## config.mk

```make
export PLATFORM = sky130hd
export DESIGN_NAME = fetch_sequencer
export DESIGN_NICKNAME = d
export VERILOG_FILES = /design/src/rtl/fetch_sequencer.sv
export SDC_FILE = /design/constraint.sdc
export NUM_CORES = 1
export LEC_CHECK = 0
export CORE_MARGIN = 2
export CORE_UTILIZATION = 50
export CTS_CLUSTER_SIZE = 16
export DETAILED_ROUTE_END_ITERATION = 10
export PLACE_DENSITY = 0.88
export SYNTH_ARGS = -nofsm -noshare
export SYNTH_HDL_FRONTEND = slang
export SYNTH_SLANG_ARGS = --single-unit
```

## constraint.sdc

```tcl
create_clock -name clk -period 4.3 [get_ports clk]
set_input_delay 1.29 -clock clk [delete_from_list [all_inputs] [get_ports clk]]
set_output_delay 1.29 -clock clk [all_outputs]
set_load 0.005 [all_outputs]
```

## src/rtl/fetch_sequencer.sv

```systemverilog
// rtl/fetch_sequencer.sv - variable-length instruction fetch controller with valid/ready issue
module fetch_sequencer (
    input  logic       clk,
    input  logic       rst,
    output logic [7:0] pm_addr,
    input  logic [7:0] pm_data,
    output logic       instr_valid,
    input  logic       instr_ready,
    output logic [7:0] opcode,
    output logic [7:0] operand1,
    output logic [7:0] operand2,
    output logic       illegal,
    output logic [7:0] pc
);

    typedef enum logic [1:0] {
        S_FETCH_OP  = 2'd0,
        S_FETCH_OP1 = 2'd1,
        S_FETCH_OP2 = 2'd2,
        S_ISSUE     = 2'd3
    } state_t;

    localparam logic [7:0] OP_JMP = 8'h07;

    state_t     r_state, w_state_next;
    logic [7:0] r_pc, w_pc_next;
    logic [7:0] r_opcode, w_opcode_next;
    logic [7:0] r_op1, w_op1_next;
    logic [7:0] r_op2, w_op2_next;
    logic       r_illegal, w_illegal_next;
    logic [1:0] w_len_new;
    logic [1:0] w_len_cur;
    logic [7:0] w_pc_inc;

    // Instruction length in bytes; unknown opcodes are single-byte.
    function automatic logic [1:0] len_of(input logic [7:0] op);
        case (op)
            8'h00, 8'h12:        len_of = 2'd1;
            8'h01, 8'h02, 8'h07: len_of = 2'd2;
            8'h04, 8'h05, 8'h06: len_of = 2'd3;
            default:             len_of = 2'd1;
        endcase
    endfunction

    function automatic logic is_known(input logic [7:0] op);
        case (op)
            8'h00, 8'h12, 8'h01, 8'h02, 8'h07, 8'h04, 8'h05, 8'h06: is_known = 1'b1;
            default:                                                is_known = 1'b0;
        endcase
    endfunction

    assign w_len_new = len_of(pm_data);
    assign w_len_cur = len_of(r_opcode);
    assign w_pc_inc  = r_pc + 8'd1;

    // Next-state and datapath capture; PC wraps naturally at 8 bits.
    always_comb begin
        w_state_next   = r_state;
        w_pc_next      = r_pc;
        w_opcode_next  = r_opcode;
        w_op1_next     = r_op1;
        w_op2_next     = r_op2;
        w_illegal_next = r_illegal;
        case (r_state)
            S_FETCH_OP: begin
                w_opcode_next  = pm_data;
                w_op1_next     = 8'h00;
                w_op2_next     = 8'h00;
                w_illegal_next = ~is_known(pm_data);
                w_pc_next      = w_pc_inc;
                w_state_next   = (w_len_new == 2'd1) ? S_ISSUE : S_FETCH_OP1;
            end
            S_FETCH_OP1: begin
                w_op1_next   = pm_data;
                w_pc_next    = w_pc_inc;
                w_state_next = (w_len_cur == 2'd2) ? S_ISSUE : S_FETCH_OP2;
            end
            S_FETCH_OP2: begin
                w_op2_next   = pm_data;
                w_pc_next    = w_pc_inc;
                w_state_next = S_ISSUE;
            end
            S_ISSUE: begin
                if (instr_ready) begin
                    w_state_next = S_FETCH_OP;
                    if (r_opcode == OP_JMP) begin
                        w_pc_next = r_op1;
                    end
                end
            end
            default: w_state_next = S_FETCH_OP;
        endcase
    end

    // State and datapath registers; reset discards any partial instruction.
    always_ff @(posedge clk) begin
        if (rst) begin
            r_state   <= S_FETCH_OP;
            r_pc      <= 8'h00;
            r_opcode  <= 8'h00;
            r_op1     <= 8'h00;
            r_op2     <= 8'h00;
            r_illegal <= 1'b0;
        end else begin
            r_state   <= w_state_next;
            r_pc      <= w_pc_next;
            r_opcode  <= w_opcode_next;
            r_op1     <= w_op1_next;
            r_op2     <= w_op2_next;
            r_illegal <= w_illegal_next;
        end
    end

    assign pm_addr     = r_pc;
    assign pc          = r_pc;
    assign instr_valid = (r_state == S_ISSUE);
    assign opcode      = r_opcode;
    assign operand1    = r_op1;
    assign operand2    = r_op2;
    assign illegal     = r_illegal;

endmodule

```

Word level (Yosys, flattened, before mapping)

Memories as Yosys holds them, arrays and structs flattened. A register that Yosys moved wholly into a read port is not among the register bits.
Index checks and enable logic that the tools add are counted.

Register bits after elaboration: 35
Memory bits (read-only): 160
Bits of input ports: 11
Output and inout port bits: 42
Word-level logic and storage cells: 41
Memories kept: 3

$add $sub $neg: 1
Equality and inequality tests: 8
Multiplexer cells: 15
Bitwise logic cells: 1
Reductions and logical operators: 7

Memories:

| memory           | words | bits a word | rd ports | clocked after memory_dff | wr ports | RTL line | RTL |
|---|---|---|---|---|---|---|---|
| (name not given) | 32    | 2           | 1        | 1                        | 0        | 37       | `case (op)` |
| (name not given) | 32    | 2           | 1        | 0                        | 0        | 37       |  |
| (name not given) | 32    | 1           | 1        | 0                        | 0        | 46       | `case (op)` |

Operators with widths:

| operator            | number |
|---|---|
| $pmux 8 s2          | 3 |
| $mux 8              | 2 |
| $mux 5              | 2 |
| $add 8x1->8 const B | 1 |
| $eq 8x3->1 const B  | 1 |
| $mux 2              | 4 |
| $pmux 2 s4          | 1 |
| $eq 2x2->1 const B  | 3 |
| $logic_not 3->1     | 2 |
| $eq 2x1->1 const B  | 2 |
| $ne 2x1->1 const B  | 2 |
| $reduce_bool 2->1   | 2 |
| $mux 1              | 3 |
| $reduce_or 3->1     | 1 |
| $logic_not 2->1     | 1 |
| $reduce_and 2->1    | 1 |
| $not 1->1           | 1 |

Depth between registers and ports, before layout

Gate-level depths: netlist of the first run.

Depth in word-level cells: 5
Depth in mapped cells: 10
Mapped depth without buffers: 8

Worst setup path after synthesis of the first run

OpenSTA, ideal clock, no wires.

Path kind: input to register
Start: input rst
End: register (tool-made name)
Setup time: 0.128 ns
Data arrival time: 2.472 ns
Data required time: 4.172 ns
Path slack: 1.700 ns
Cell stages on the path: 7
Path through: clkbuf_1 clkbuf_1 nor2_1 ha_1 inv_1 a211oi_2 o21ai_0

RTL lines:

| what        | RTL line | RTL |
|---|---|---|
| from (decl) | 4        | `input logic rst,` |

Worst setup path in the final report of the first run

Start: register r_state[0]
End: output instr_valid

Cells in the longest elaborated chain, start to end: 1

Ends and longest elaborated chain:

| what                   | RTL line | RTL |
|---|---|---|
| from (decl)            | 25       | `state_t r_state, w_state_next;` |
| from (signal assigned) | 105      | `r_state <= w_state_next;` |
| $eq 2x2->1             | 116      | `assign instr_valid = (r_state == S_ISSUE);` |
| to (decl)              | 7        | `output logic instr_valid,` |

Every way passes these cells.

==> key figures, run 1 <==
Timing
  – RSZ-0062 raised after global routing: false
  – Clk_skew: 12.37 ps
  – Slew headroom: 62.39%
  – Slew Limit Fails: 0
  – Period Utilization, post-route: 74.29%
  – Final setup violation count: 0
  – Sum Neg Setup Slack: 0 ps
  – Tightest Pin Transition: 564.2 ps
  – Max Fclk: 313.1 MHz
  – Fin. Hold Viols: 0
  – Post-layout minimum cycle time: 3194 ps
  – Hold WS: 492.1 ps

Global routing
  – Vias in the first global route: 1502
  – Met2 GRT Util: 36.45%
  – Global Route met1 Usage: 29.48%
  – Largest net degree at the start of global routing: 27
  – Met3 usage: 7.500%
  – Total grt overflow: 0
  – Grt peak-use layer: met2
  – All-Layer GR Usage: 23.28%
  – Initial antenna violation count: 0
  – Global-route wire length before repair: 7341 um

Yosys
  – Top_reg_cell synth: dfxtp_1
  – Number of synthesized flops with an enable pin: 0
  – Cell area after synthesis: 0.001763 mm2
  – Ys async rst share: 0%
  – Synth unique cells: 36
  – Post-synthesis area per instance: 8.600 um2
  – Register area share after synthesis: 42.02%
  – Yosys warning total: 0
  – Gate count of the mapped netlist: 205
  – Syn_nets: 224
  – Synthesis-stage register bit count: 37

Clock network
  – Clk buf depth: 2
  – CTS Sinks: 37
  – Post-CTS sizing: 0
  – H-tree depth: 2
  – CTS tree: built
  – Hold Buf Count CTS: 0
  – Reg clk slew, reported paths: 110 ps
  – Clock root buffer: clkbuf_4
  – Worst-Skew Late Latency: 350 ps
  – Post-CTS setup buffers: 0
  – TritonCTS Buffers: 5

Finish
  – Layout Area Growth over Synthesis: 30.23%
  – Fin nets: 264
  – Non-Filler Instances: 291
  – Layout cells sized above 1: 6.122%
  – Most frequent cells in the layout: 52 x clkdlybuf4s50_1, 37 x dfxtp_1, 34 x nor2_1
  – Most common cell after layout, fill and taps aside: clkdlybuf4s50_1
  – Fin area: 0.002296 mm2
  – Number of diodes: 0

Critical path
  – Crit path max fanout: 16
  – Worst Setup Path Type: register to output port
  – CP top delay family: buffers and inverters
  – Crit path capture type: output port
  – Critical path's largest stage delay: 610 ps
  – WP buf/inv: 1
  – CP cell instances: ha_1, clkdlybuf4s50_1
  – Critical Path RT: 3010 ps
  – CP Launch Type: register
  – Worst path arrival time: 1900 ps
  – Worst path slowest cell: clkdlybuf4s50_1

Die
  – Core Region: 0.003363 mm2
  – Std cell rows: 21
  – Die W: 63.38 um
  – Die area: 0.004017 mm2
  – Chip height: 63.38 um
  – Initial core utilization: 52.42%
  – IO Pins: 53

Power
  – Peak VDD IR: 0.3917 mV
  – Pwr per Cell Area: 535.7 mW/mm2
  – Leak pwr: 0.8730 nW

Drt
  – Final wirelength: 4240 um
  – Via/cell ratio: 5.553
  – Detail Route Antenna Nets: 0
  – DRT iter0 DRCs: 137
  – Routed WL per cell: 14.57 um
  – First-pass detailed-route iteration total: 4
  – DRC violations left: 0
  – Via count: 1616

Run status
  – Status: completed

Place
  – RD Place Congestion: 0.7862
  – Port Buffer Count: 52
  – DP Area: 0.002241 mm2
  – DPL Wire Length: 3045 um
  – Number of cells after detailed placement: 284

Job
  – Max-cap violations: 0

Min path
  – HP Class: register to register
[registers in the layout, indices dropped and copies added, names as in the netlist, named ones only]
signal	count
operand1	8
pc	8
r_state	2
opcode	8
illegal	1
operand2	8
[Yosys cell counts (2+ instances only)]
cell type  count  share of area [%]
a211oi_2       2                1.4
a21oi_1       27                7.7
a311oi_1       2               0.99
a31oi_1        7                2.5
and3_1         2               0.71
buf_1          3               0.64
buf_2          2               0.57
buf_4          9                3.8
clkbuf_1       7                1.5
dfxtp_1       37                 42
ha_1           8                5.7
inv_1          7                1.5
mux2i_1        9                5.1
nand2_1        5                1.1
nand3_1        3               0.85
nor2_1        34                7.2
nor3_2         2                1.1
nor3b_1       15                6.4
o21ai_0        6                1.7
or2_2          2               0.71
[final cells by class]
cell class | count | area (um2)
fillers | 294 | 1067
inverters | 7 | 26.28
repair buffers | 54 | 535.5
well taps | 46 | 57.56
flip-flops and latches | 37 | 740.7
multi-input cells | 140 | 880.8
clock buffers | 7 | 55.05
[tightest hold or removal path: stages, from the launching register on]
cell	delay (ps)
dfxtp_1	320
nor2_1	80
a311oi_1	50
[metrics by stage]
step / utilization (%) / power (mW) / setup WS [ps]
CTS: 68.27 / 1.231 / 1124
finish: 68.27 / 1.230 / 1106
global route: 68.27 / 1.324 / 1020
detailed placement: 66.63 / 1.045 / 1435
floorplan: - / 0.8306 / 1700
global placement: 66.63 / 1.029 / 1494
[final timing paths]
| check | cells after the start | end | slack [ps] | startpoint |
|---|---|---|---|---|
| worst min-delay path | 2 | illegal$_SDFFE_PP0P_ | 490 | illegal$_SDFFE_PP0P_ |
| worst max register to register | 8 | register | 2220 | r_state[0]$_SDFFE_PP0P_ |
| worst min register to register | 2 | illegal$_SDFFE_PP0P_ | 490 | illegal$_SDFFE_PP0P_ |
| worst max-delay path | 2 | instr_valid | 1110 | r_state[0]$_SDFFE_PP0P_ |
[per-layer routing]
layer	routed length (um)	vias up
li1	-	791
met1	1906	747
met2	1960	68
met3	280	10
met4	93	0
met5	0	-
[cells by family after synthesis]
group / count (synthesis) / share of synthesized area (%)
and+or+nand+nor: 74 / 22.71
AOI/OAI and AO/OA: 49 / 16.47
DFF: 37 / 42.02
buffers and inverters: 28 / 8.020
muxes: 9 / 5.110
adders and majority gates: 8 / 5.678
[report_power, final]
part / switching [mW] / internal [mW] / leakage, nW / total [mW]
Clock: 0.112 / 0.0772 / 0.0314 / 0.189
Sequential: 0.0651 / 0.422 / 0.303 / 0.487
Combinational: 0.273 / 0.281 / 0.538 / 0.554
Total: 0.450 / 0.780 / 0.873 / 1.23
(Power assumes the default switching activity.)
==> inputs of run 2 (changes only) <==
--- a/config.mk
+++ b/config.mk
@@ -6,10 +6,10 @@
 export NUM_CORES = 1
 export LEC_CHECK = 0
 export CORE_MARGIN = 2
-export CORE_UTILIZATION = 50
+export CORE_UTILIZATION = 42
 export CTS_CLUSTER_SIZE = 16
 export DETAILED_ROUTE_END_ITERATION = 10
-export PLACE_DENSITY = 0.88
+export PLACE_DENSITY = 0.8
 export SYNTH_ARGS = -nofsm -noshare
 export SYNTH_HDL_FRONTEND = slang
 export SYNTH_SLANG_ARGS = --single-unit
==> constraint.sdc (replaced) <==
create_clock -name clk -period 2.6 [get_ports clk]
set_input_delay 0.78 -clock clk [delete_from_list [all_inputs] [get_ports clk]]
set_output_delay 0.78 -clock clk [all_outputs]
set_load 0.005 [all_outputs]
==> run 2 against run 1 <==
Effect of this change:
- global-route usage fell by 3.7 points
- clock-buffer cell count did not move
- die area is 18% higher
- register-to-register slack got worse by 1700 ps
- critical path depth unchanged
- first-iteration DRC count down 24%
- critical endpoint unchanged
==> key figures, run 2 (synthesized netlist as in run 1, its figures left out) <==
Run status
  – Status: completed

Power
  – Pwr per Cell Area: 945.1 mW/mm2
  – Switching power of the nets: 0.7602 mW
  – Clock power share: 22.7%
  – Part of the power in registers: 36.1%
  – Sw Ratio: 33.84%
  – Part of the power in combinational logic: 41.1%
  – Final Power: 2.247 mW
  – Cell-internal power: 1.487 mW
  – Leak pwr: 0.9106 nW
  – Peak VDD IR: 0.5213 mV

Critical path
  – Worst path slowest cell: clkdlybuf4s50_1
  – Crit path from: r_state[0]$_SDFFE_PP0P_
  – Crit path capture type: output port
  – FF-to-FF path depth: 8
  – CP cell instances: ha_1, clkdlybuf4s50_1
  – Crit path max fanout: 5
  – RR Startpoint: r_state[0]$_SDFFE_PP0P_
  – Critical path's largest stage delay: 520 ps
  – Critical Path RT: 1820 ps
  – CP Launch Type: register
  – R2R setup slack: 550 ps
  – Worst path arrival time: 1430 ps
  – Worst Setup Path Type: register to output port

Clock network
  – Reg clk slew, reported paths: 70 ps
  – Hold Buf Count CTS: 0
  – CTS tree: built
  – Clk buf depth: 2
  – H-tree depth: 2
  – Worst-Skew Late Latency: 290 ps
  – Post-CTS setup buffers: 0
  – Post-CTS sizing: 0
  – TritonCTS Buffers: 5
  – CTS Sinks: 37
  – Clock root buffer: clkbuf_8

Global routing
  – Initial antenna violation count: 0
  – Vias in the first global route: 1420
  – Global-route wire length before repair: 6706 um
  – All-Layer GR Usage: 19.57%
  – Largest net degree at the start of global routing: 31
  – Total grt overflow: 0

Drt
  – Via count: 1624
  – DRT iter0 DRCs: 104
  – DRC violations left: 0
  – First-pass detailed-route iteration total: 4
  – Final wirelength: 4204 um
  – Via/cell ratio: 5.450
  – Routed WL per cell: 14.11 um
  – Detail Route Antenna Nets: 0

Die
  – Chip height: 68.79 um
  – Core Region: 0.004029 mm2
  – IO Pins: 53
  – Std cell rows: 23
  – Die area: 0.004731 mm2
  – Initial core utilization: 43.76%
  – Die W: 68.79 um

Timing
  – Period Utilization, post-route: 84.95%
  – Hold WS: 502.4 ps
  – Slew Limit Fails: 0
  – Post-layout minimum cycle time: 2209 ps
  – Final setup violation count: 0
  – Tightest Pin Transition: 556.5 ps
  – Slew headroom: 62.90%
  – Sum Neg Setup Slack: 0 ps
  – RSZ-0062 raised after global routing: false
  – Max Fclk: 452.8 MHz
  – Clk_skew: 2.999 ps
  – Fin. Hold Viols: 0

Min path
  – WHS Path Cells: 2
  – Worst Hold Endpoint: operand2[1]$_SDFFE_PP0P_
  – HP Start: operand2[1]$_SDFFE_PP0P_
  – HP Class: register to register

Finish
  – Most frequent cells in the layout: 52 x clkdlybuf4s50_1, 37 x dfxtp_1, 34 x nor2_1
  – Layout cells sized above 1: 7.258%
  – Most common cell after layout, fill and taps aside: clkdlybuf4s50_1
  – Number of diodes: 0
  – Fin nets: 266
  – Layout Area Growth over Synthesis: 34.85%

Place
  – Port Buffer Count: 52
  – DPL Wire Length: 3072 um
  – RD Place Congestion: 0.8600

Job
  – Max-cap violations: 0
==> run 2: layout make-up <==
cell class	count	area [um2]
Clock inverter	1	30.03
Fill cell	385	1652
Clock buffer	7	86.33
Multi-Input combinational cell	140	880.8
Sequential cell	37	740.7
Timing Repair Buffer	56	550.5
Tap cell	50	62.56
Inverter	7	26.28
==> run 2: worst max-delay path by stage <==
stage / cells past startpoint / to
global placement: 7 / register
CTS: 2 / instr_valid
detailed placement: 7 / register
floorplan: 7 / register
global route: 2 / instr_valid
finish: 2 / instr_valid
==> run 2: power by group through the flow <==
stage	Combinational [mW]	Sequential, mW	Clock (mW)
after global placement	0.907	0.817	0
final	0.924	0.812	0.511
after detailed placement	0.922	0.822	0
after floorplan	0.571	0.803	0
after global routing	1.03	0.827	0.545
after CTS	0.927	0.812	0.524
==> run 2: metrics by stage <==
| step | cell area (um2) | utilization, % | cells | worst slack [ps] |
|---|---|---|---|---|
| 2_1_floorplan | 1763 | - | 205 | 510.1 |
| 3_3_place_gp | 2261 | 56.12 | 290 | 342.0 |
| 3_5_place_dp | 2261 | 56.12 | 290 | 262.8 |
| 4_1_cts | 2377 | 59.01 | 298 | 379.4 |
| 5_1_grt | 2377 | 59.01 | 298 | 355.2 |
| 6_report | 2377 | 59.01 | 298 | 391.3 |
==> run 2: critical path, delay by kind of cell (launching register included) <==
kind	cells	cell delay [ps]
buffers and inverters	1	520
adder cells (fa/ha/maj)	1	210
flip-flops	1	410
==> run 2: layer usage <==
metal	routed length, um	share of wire [%]	track usage, %	up-vias
met5	0	0	0	-
met4	68	1.6	6.618	0
met3	357	8.5	5.357	7
met2	1927	46	32.21	71
met1	1851	44	24.70	753
li1	-	-	-	793
